## src/rtl/io_led_switch_responder_pkg.sv

```systemverilog
// Shared constants and helpers for the LED/switch IO responder.
// Block bases, register offsets and pin widths live here so the CPU-side decode can reuse them.
package io_led_switch_responder_pkg;

  localparam logic [31:0] LED_BASE_DEFAULT = 32'hFFFF_FC60;
  localparam logic [31:0] SW_BASE_DEFAULT  = 32'hFFFF_FC70;

  localparam int unsigned LED_W = 24;
  localparam int unsigned SW_W  = 24;

  typedef enum logic [3:0] {
    OFF_LO   = 4'h0,
    OFF_HI   = 4'h2,
    OFF_STAT = 4'h4
  } io_off_e;

  // Blocks are 16-byte aligned, so only address[31:4] takes part in the hit test.
  function automatic logic block_hit(input logic [31:0] addr, input logic [31:0] base);
    return addr[31:4] == base[31:4];
  endfunction

endpackage

```

## src/rtl/io_led_switch_responder_switch_debouncer.sv

```systemverilog
// Two-flop synchroniser plus a shared-counter debouncer for a bus of board switches.
// accept_o pulses in the cycle whose rising edge loads the new value into deb_o.
module switch_debouncer #(
  parameter int unsigned WIDTH           = 24,
  parameter logic [19:0] DEBOUNCE_CYCLES = 20'd500000
) (
  input  logic             clk_i,
  input  logic             rst_i,
  input  logic [WIDTH-1:0] sw_async_i,
  output logic [WIDTH-1:0] deb_o,
  output logic             accept_o
);

  localparam int unsigned    CW      = $clog2(DEBOUNCE_CYCLES);
  localparam logic [CW-1:0]  CNT_MAX = CW'(DEBOUNCE_CYCLES - 20'd1);

  logic [WIDTH-1:0] s1_q, s2_q;
  logic [WIDTH-1:0] deb_q, deb_d;
  logic [CW-1:0]    cnt_q, cnt_d;
  logic             accept;

  // One counter for the whole bus: further bit changes while counting do not restart it.
  always_comb begin
    deb_d  = deb_q;
    cnt_d  = cnt_q;
    accept = 1'b0;
    if (s2_q == deb_q) begin
      cnt_d = '0;
    end else if (cnt_q == CNT_MAX) begin
      deb_d  = s2_q;
      cnt_d  = '0;
      accept = 1'b1;
    end else begin
      cnt_d = cnt_q + CW'(1);
    end
  end

  always_ff @(posedge clk_i or posedge rst_i) begin
    if (rst_i) begin
      s1_q  <= '0;
      s2_q  <= '0;
      deb_q <= '0;
      cnt_q <= '0;
    end else begin
      s1_q  <= sw_async_i;
      s2_q  <= s1_q;
      deb_q <= deb_d;
      cnt_q <= cnt_d;
    end
  end

  assign deb_o    = deb_q;
  assign accept_o = accept;

endmodule

```

## src/rtl/io_led_switch_responder.sv

```systemverilog
// Memory-mapped IO responder: LED output register, debounced switch inputs with a sticky
// change flag, and the 16-bit read word returned to the CPU-side IO mux.
module io_led_switch_responder
  import io_led_switch_responder_pkg::*;
#(
  parameter logic [31:0] LED_BASE        = LED_BASE_DEFAULT,
  parameter logic [31:0] SW_BASE         = SW_BASE_DEFAULT,
  parameter logic [19:0] DEBOUNCE_CYCLES = 20'd500000
) (
  input  logic            clock,
  input  logic            reset,
  input  logic            led_cs,
  input  logic            switch_cs,
  input  logic [31:0]     address,
  input  logic [31:0]     write_data,
  input  logic [SW_W-1:0] switch_i,
  output logic [LED_W-1:0] led_o,
  output logic [15:0]     ioread_data
);

  logic [LED_W-1:0] led_q, led_d;
  logic             changed_q, changed_d;
  logic [SW_W-1:0]  deb;
  logic             accept;
  logic             led_hit, sw_hit, stat_rd;
  logic [3:0]       off;
  logic             unused_wdata;

  assign off          = address[3:0];
  assign led_hit      = block_hit(address, LED_BASE);
  assign sw_hit       = block_hit(address, SW_BASE);
  assign stat_rd      = switch_cs && sw_hit && (off == OFF_STAT);
  assign unused_wdata = ^write_data[31:16];

  switch_debouncer #(
    .WIDTH           (SW_W),
    .DEBOUNCE_CYCLES (DEBOUNCE_CYCLES)
  ) u_debouncer (
    .clk_i      (clock),
    .rst_i      (reset),
    .sw_async_i (switch_i),
    .deb_o      (deb),
    .accept_o   (accept)
  );

  always_comb begin
    led_d = led_q;
    if (led_cs && led_hit) begin
      case (off)
        OFF_LO:  led_d[15:0]  = write_data[15:0];
        OFF_HI:  led_d[23:16] = write_data[7:0];
        default: led_d        = led_q;
      endcase
    end
  end

  // A fresh acceptance outranks the read-to-clear so no change event is ever lost.
  always_comb begin
    changed_d = changed_q;
    if (accept)       changed_d = 1'b1;
    else if (stat_rd) changed_d = 1'b0;
  end

  always_ff @(posedge clock or posedge reset) begin
    if (reset) begin
      led_q     <= '0;
      changed_q <= 1'b0;
    end else begin
      led_q     <= led_d;
      changed_q <= changed_d;
    end
  end

  always_comb begin
    ioread_data = '0;
    if (switch_cs && sw_hit) begin
      case (off)
        OFF_LO:   ioread_data = deb[15:0];
        OFF_HI:   ioread_data = {8'h00, deb[23:16]};
        OFF_STAT: ioread_data = {15'b0, changed_q};
        default:  ioread_data = '0;
      endcase
    end
  end

  assign led_o = led_q;

endmodule
```

## config.mk

```make
export PLATFORM = sky130hd
export DESIGN_NAME = io_led_switch_responder
export DESIGN_NICKNAME = d
export VERILOG_FILES = /design/src/rtl/io_led_switch_responder_pkg.sv /design/src/rtl/io_led_switch_responder_switch_debouncer.sv /design/src/rtl/io_led_switch_responder.sv
export SDC_FILE = /design/constraint.sdc
export NUM_CORES = 1
export LEC_CHECK = 0
export BUFFER_PORTS_ARGS = -buffer_cell sky130_fd_sc_hd__buf_2
export CORE_MARGIN = 5
export CORE_UTILIZATION = 55
export DETAILED_ROUTE_END_ITERATION = 10
export GPL_ROUTABILITY_DRIVEN = 0
export PLACE_DENSITY = 0.87
export SLEW_MARGIN = 10
export SYNTH_ARGS = -nofsm -noshare
export SYNTH_HDL_FRONTEND = slang
export SYNTH_SLANG_ARGS = --single-unit
```

## constraint.sdc

```tcl
create_clock -name clock -period 5.8 [get_ports clock]
set_clock_uncertainty 0.15 [all_clocks]
set_input_delay 0.58 -clock clock [delete_from_list [all_inputs] [get_ports clock]]
set_output_delay 0.58 -clock clock [all_outputs]
set_load 0.03 [all_outputs]
```

==> impl_metrics.py <==
metrics = {
    "critical_path": {
        "cpLargestDelayFamily": "simple AND/OR/NAND/NOR gates",
        "worst-setup-path-type": "in2out",
        "critPathMaxStageDelay_ns": 0.57,
        "crit_start": "address[7]",
        "cp-end-kind": "output port",
        "crit_chain": "buf_2 -> nand4b_1 -> nor4_1 -> nand4_1 -> a2111o_1 -> nor4_1 -> buf_2",
        "reg2reg_from": "u_debouncer.deb_o[10]$_DFFE_PP0P_",
        "required_ns": 5.07,
        "worstPathMaxFanout": 8,
        "slowest_stage": "a2111o_1",
        "cp_num_buf_inv": 2,
        "critical_path_arrival_ns": 2.56,
        "worstSetupStartpointType": "primary input",
        "r2r_setup_slack_ns": 3.09,
    },
    "layout": {
        "layout_common_cells": "dfrtp_1, buf_2, nor2_1, xor2_1, mux2_2",
        "fin_nets": 561,
        "final_common_cell": "dfrtp_1",
        "fin_util_pct": 72.6,
        "fin_area_um2": 5940,
        "drive_gt1_share_pct": 42.8,
        "antenna_cells": 0,
        "fillCellCount": 532,
        "stdcell_count": 586,
        "areaGrowthSynthToFinish_pct": 28.8,
    },
    "yosys": {
        "synthesis.nets": 422,
        "synth_edf_count": 0,
        "ys_types": 35,
        "avgSynthCellArea_um2": 14.0,
        "ys_seq_area_share_pct": 63.0,
        "syn_area_um2": 4610,
        "async_reset_ff_share_pct": 100,
        "syn-instance-count": 329,
        "yosysWarnings": 0,
        "ys_seq_elements": 116,
        "synthFlopType": "dfrtp_1",
    },
    "timing": {
        "slew_viol_final": 0,
        "fin_crit_ns": 3.29,
        "fin_tns_setup_ns": 0,
        "max_freq_mhz": 304,
        "hold_viol_final": 0,
        "rsz0062_at_grt": "false",
        "tightest_slew_ns": 0.840,
        "period_share_pct": 56.7,
        "setup_viol": 0,
        "relSlewSlack_pct": 43.9,
    },
    "placement": {
        "placed_area_um2": 5290,
        "dp_hpwl_um": 7000,
        "port_buffers": 115,
        "placed_cells": 546,
    },
    "drt": {
        "drtIter0Drc": 228,
        "vias_per_cell": 5.41,
        "vias": 3171,
        "post-route-drc-count": 0,
        "ant_nets": 0,
        "wl_um": 10500,
        "detail_route.wl_per_cell_um": 17.9,
        "drt_first_pass_iters": 4,
    },
    "cts": {
        "cts_root_buffer": "clkbuf_8",
        "cts_tree": "done",
        "cts_buffer_depth": 2,
        "clkSlewWorstSetupHoldPaths_ns": 0.06,
        "htree_levels": 4,
        "clk_latency_ns": 0.51,
        "cts_buffers": 17,
        "cts_resized": 0,
        "clock_sinks": 116,
    },
    "status": {
        "status": "completed",
    },
    "grt": {
        "met2_usage_pct": 36.2,
        "grt_usage_pct": 21.9,
        "grt_max_degree": 64,
        "grt.met3_usage_pct": 7.09,
        "antenna_found_initial": 0,
        "grt_pass1_vias": 3365,
        "grt-ovfl-total": 0,
        "grt_pass1_wl_um": 16900,
        "grtUsageMet1_pct": 26.1,
        "busiest_layer": "met2",
    },
    "floorplanning": {
        "core_area_um2": 8180,
        "start_util_pct": 56.4,
        "die_w_um": 102,
        "die_h_um": 102,
        "dieArea_um2": 10300,
        "num_io_pins": 132,
        "rows": 33,
    },
    "pwr": {
        "ir_drop_mv": 0.239,
        "p_leak_uw": 0.00305,
        "powerDensity_nw_per_um2": 315,
        "finalPower_uw": 1870,
    },
    "min_path": {
        "worstHoldStart": "switch_i[21]",
        "holdCritPathClass": "in2reg",
    },
    "run": {
        "max-cap-violations": 0,
    },
}
-- per-layer routing --
layer	share of wire [%]	routed length, um
met5	0	0
met3	8.1	854
met1	39	4080
met4	2.5	259
met2	50	5290
-- cell usage after synthesis (2+ instances only) --
master      n  area, um^2
dfrtp_1   116        2900
nor2_1     33         124
xor2_1     30         263
mux2_2     29         327
mux2_4     19         285
nor4_1     11        68.8
xnor2_1    11        96.3
nand4_1    10        62.6
and2_1      9        56.3
nand3_1     8        40.0
a22oi_1     7        52.6
nand2_1     7        26.3
inv_1       6        22.5
nor3_1      4        20.0
buf_2       3        15.0
buf_6       3        33.8
and3_1      2        12.5
nand4b_1    2        17.5
or2_2       2        12.5
or4_1       2        15.0
-- area by class of cell --
class / count / area [um^2] / area share, %
Tap cell: 105 / 131 / 2.21
Inverter: 6 / 25.0 / 0.421
Multi-Input combinational cell: 201 / 1640 / 27.6
Timing Repair Buffer: 126 / 678 / 11.4
Sequential cell: 116 / 2900 / 48.9
Clock buffer: 19 / 442 / 7.44
Clock inverter: 13 / 123 / 2.06
-- sequential cells by signal, summed over array words and instances (netlist names) --
signal / cells
led_o: 24
u_debouncer.deb_o: 24
u_debouncer.s1_q: 24
u_debouncer.s2_q: 24
u_debouncer.cnt_q: 19
changed_q: 1
-- worst reg2reg max path, cell delays in order (launching register included) --
cell     delay [ns]
dfrtp_1        0.42
xor2_1         0.20
nor4_1         0.47
nand4_1        0.32
o21ai_2        0.21
buf_4          0.41
mux2_2         0.41
-- kinds of logic (layout without fill, tap and decap cells) --
group                      count (synthesis)  in the layout  synth area share [%]
adders and majority gates                  1              1                 0.271
buffers and inverters                     12            164                  1.55
xor gates and xnor gates                  41             41                  7.79
AOI/OAI and AO/OA                         12             12                  2.06
DFF                                      116            116                  63.0
muxes                                     49             49                  13.5
and+or+nand+nor                           98             98                  11.9
-- final timing paths --
check                                               endpoint  depth (start not counted)
max                                           ioread_data[0]                          7
min                           u_debouncer.s1_q[21]$_DFF_PP0_                          1
max reg2reg                u_debouncer.deb_o[15]$_DFFE_PP0P_                          6
min reg2reg                    u_debouncer.s2_q[6]$_DFF_PP0_                          0
max in group asynchronous              led_o[13]$_DFFE_PP0P_                          3
min in group asynchronous     u_debouncer.s1_q[16]$_DFF_PP0_                          2
-- through the flow --
| stage | setup slack, ns | hold slack, ns |
|---|---|---|
| after floorplan | 2.00 | 0.181 |
| after global placement | 2.55 | 0.183 |
| after detailed placement | 2.52 | 0.185 |
| after CTS | 2.50 | 0.000474 |
| after global routing | 2.38 | 0.000000833 |
| final | 2.51 | 0.0229 |
-- power breakdown --
part	internal (uW)	switching, uW	total, uW
Clock	595	380	975
Sequential	827	9.81	837
Combinational	28.0	31.4	59.5
-- repair_timing --
action / 4_1_cts / 5_1_grt
hold buffers: 7 / 1
hold endpoints to repair: 7 / 1
setup buffers: 0 / 0
No activity file was read; power rests on OpenSTA's default activity.
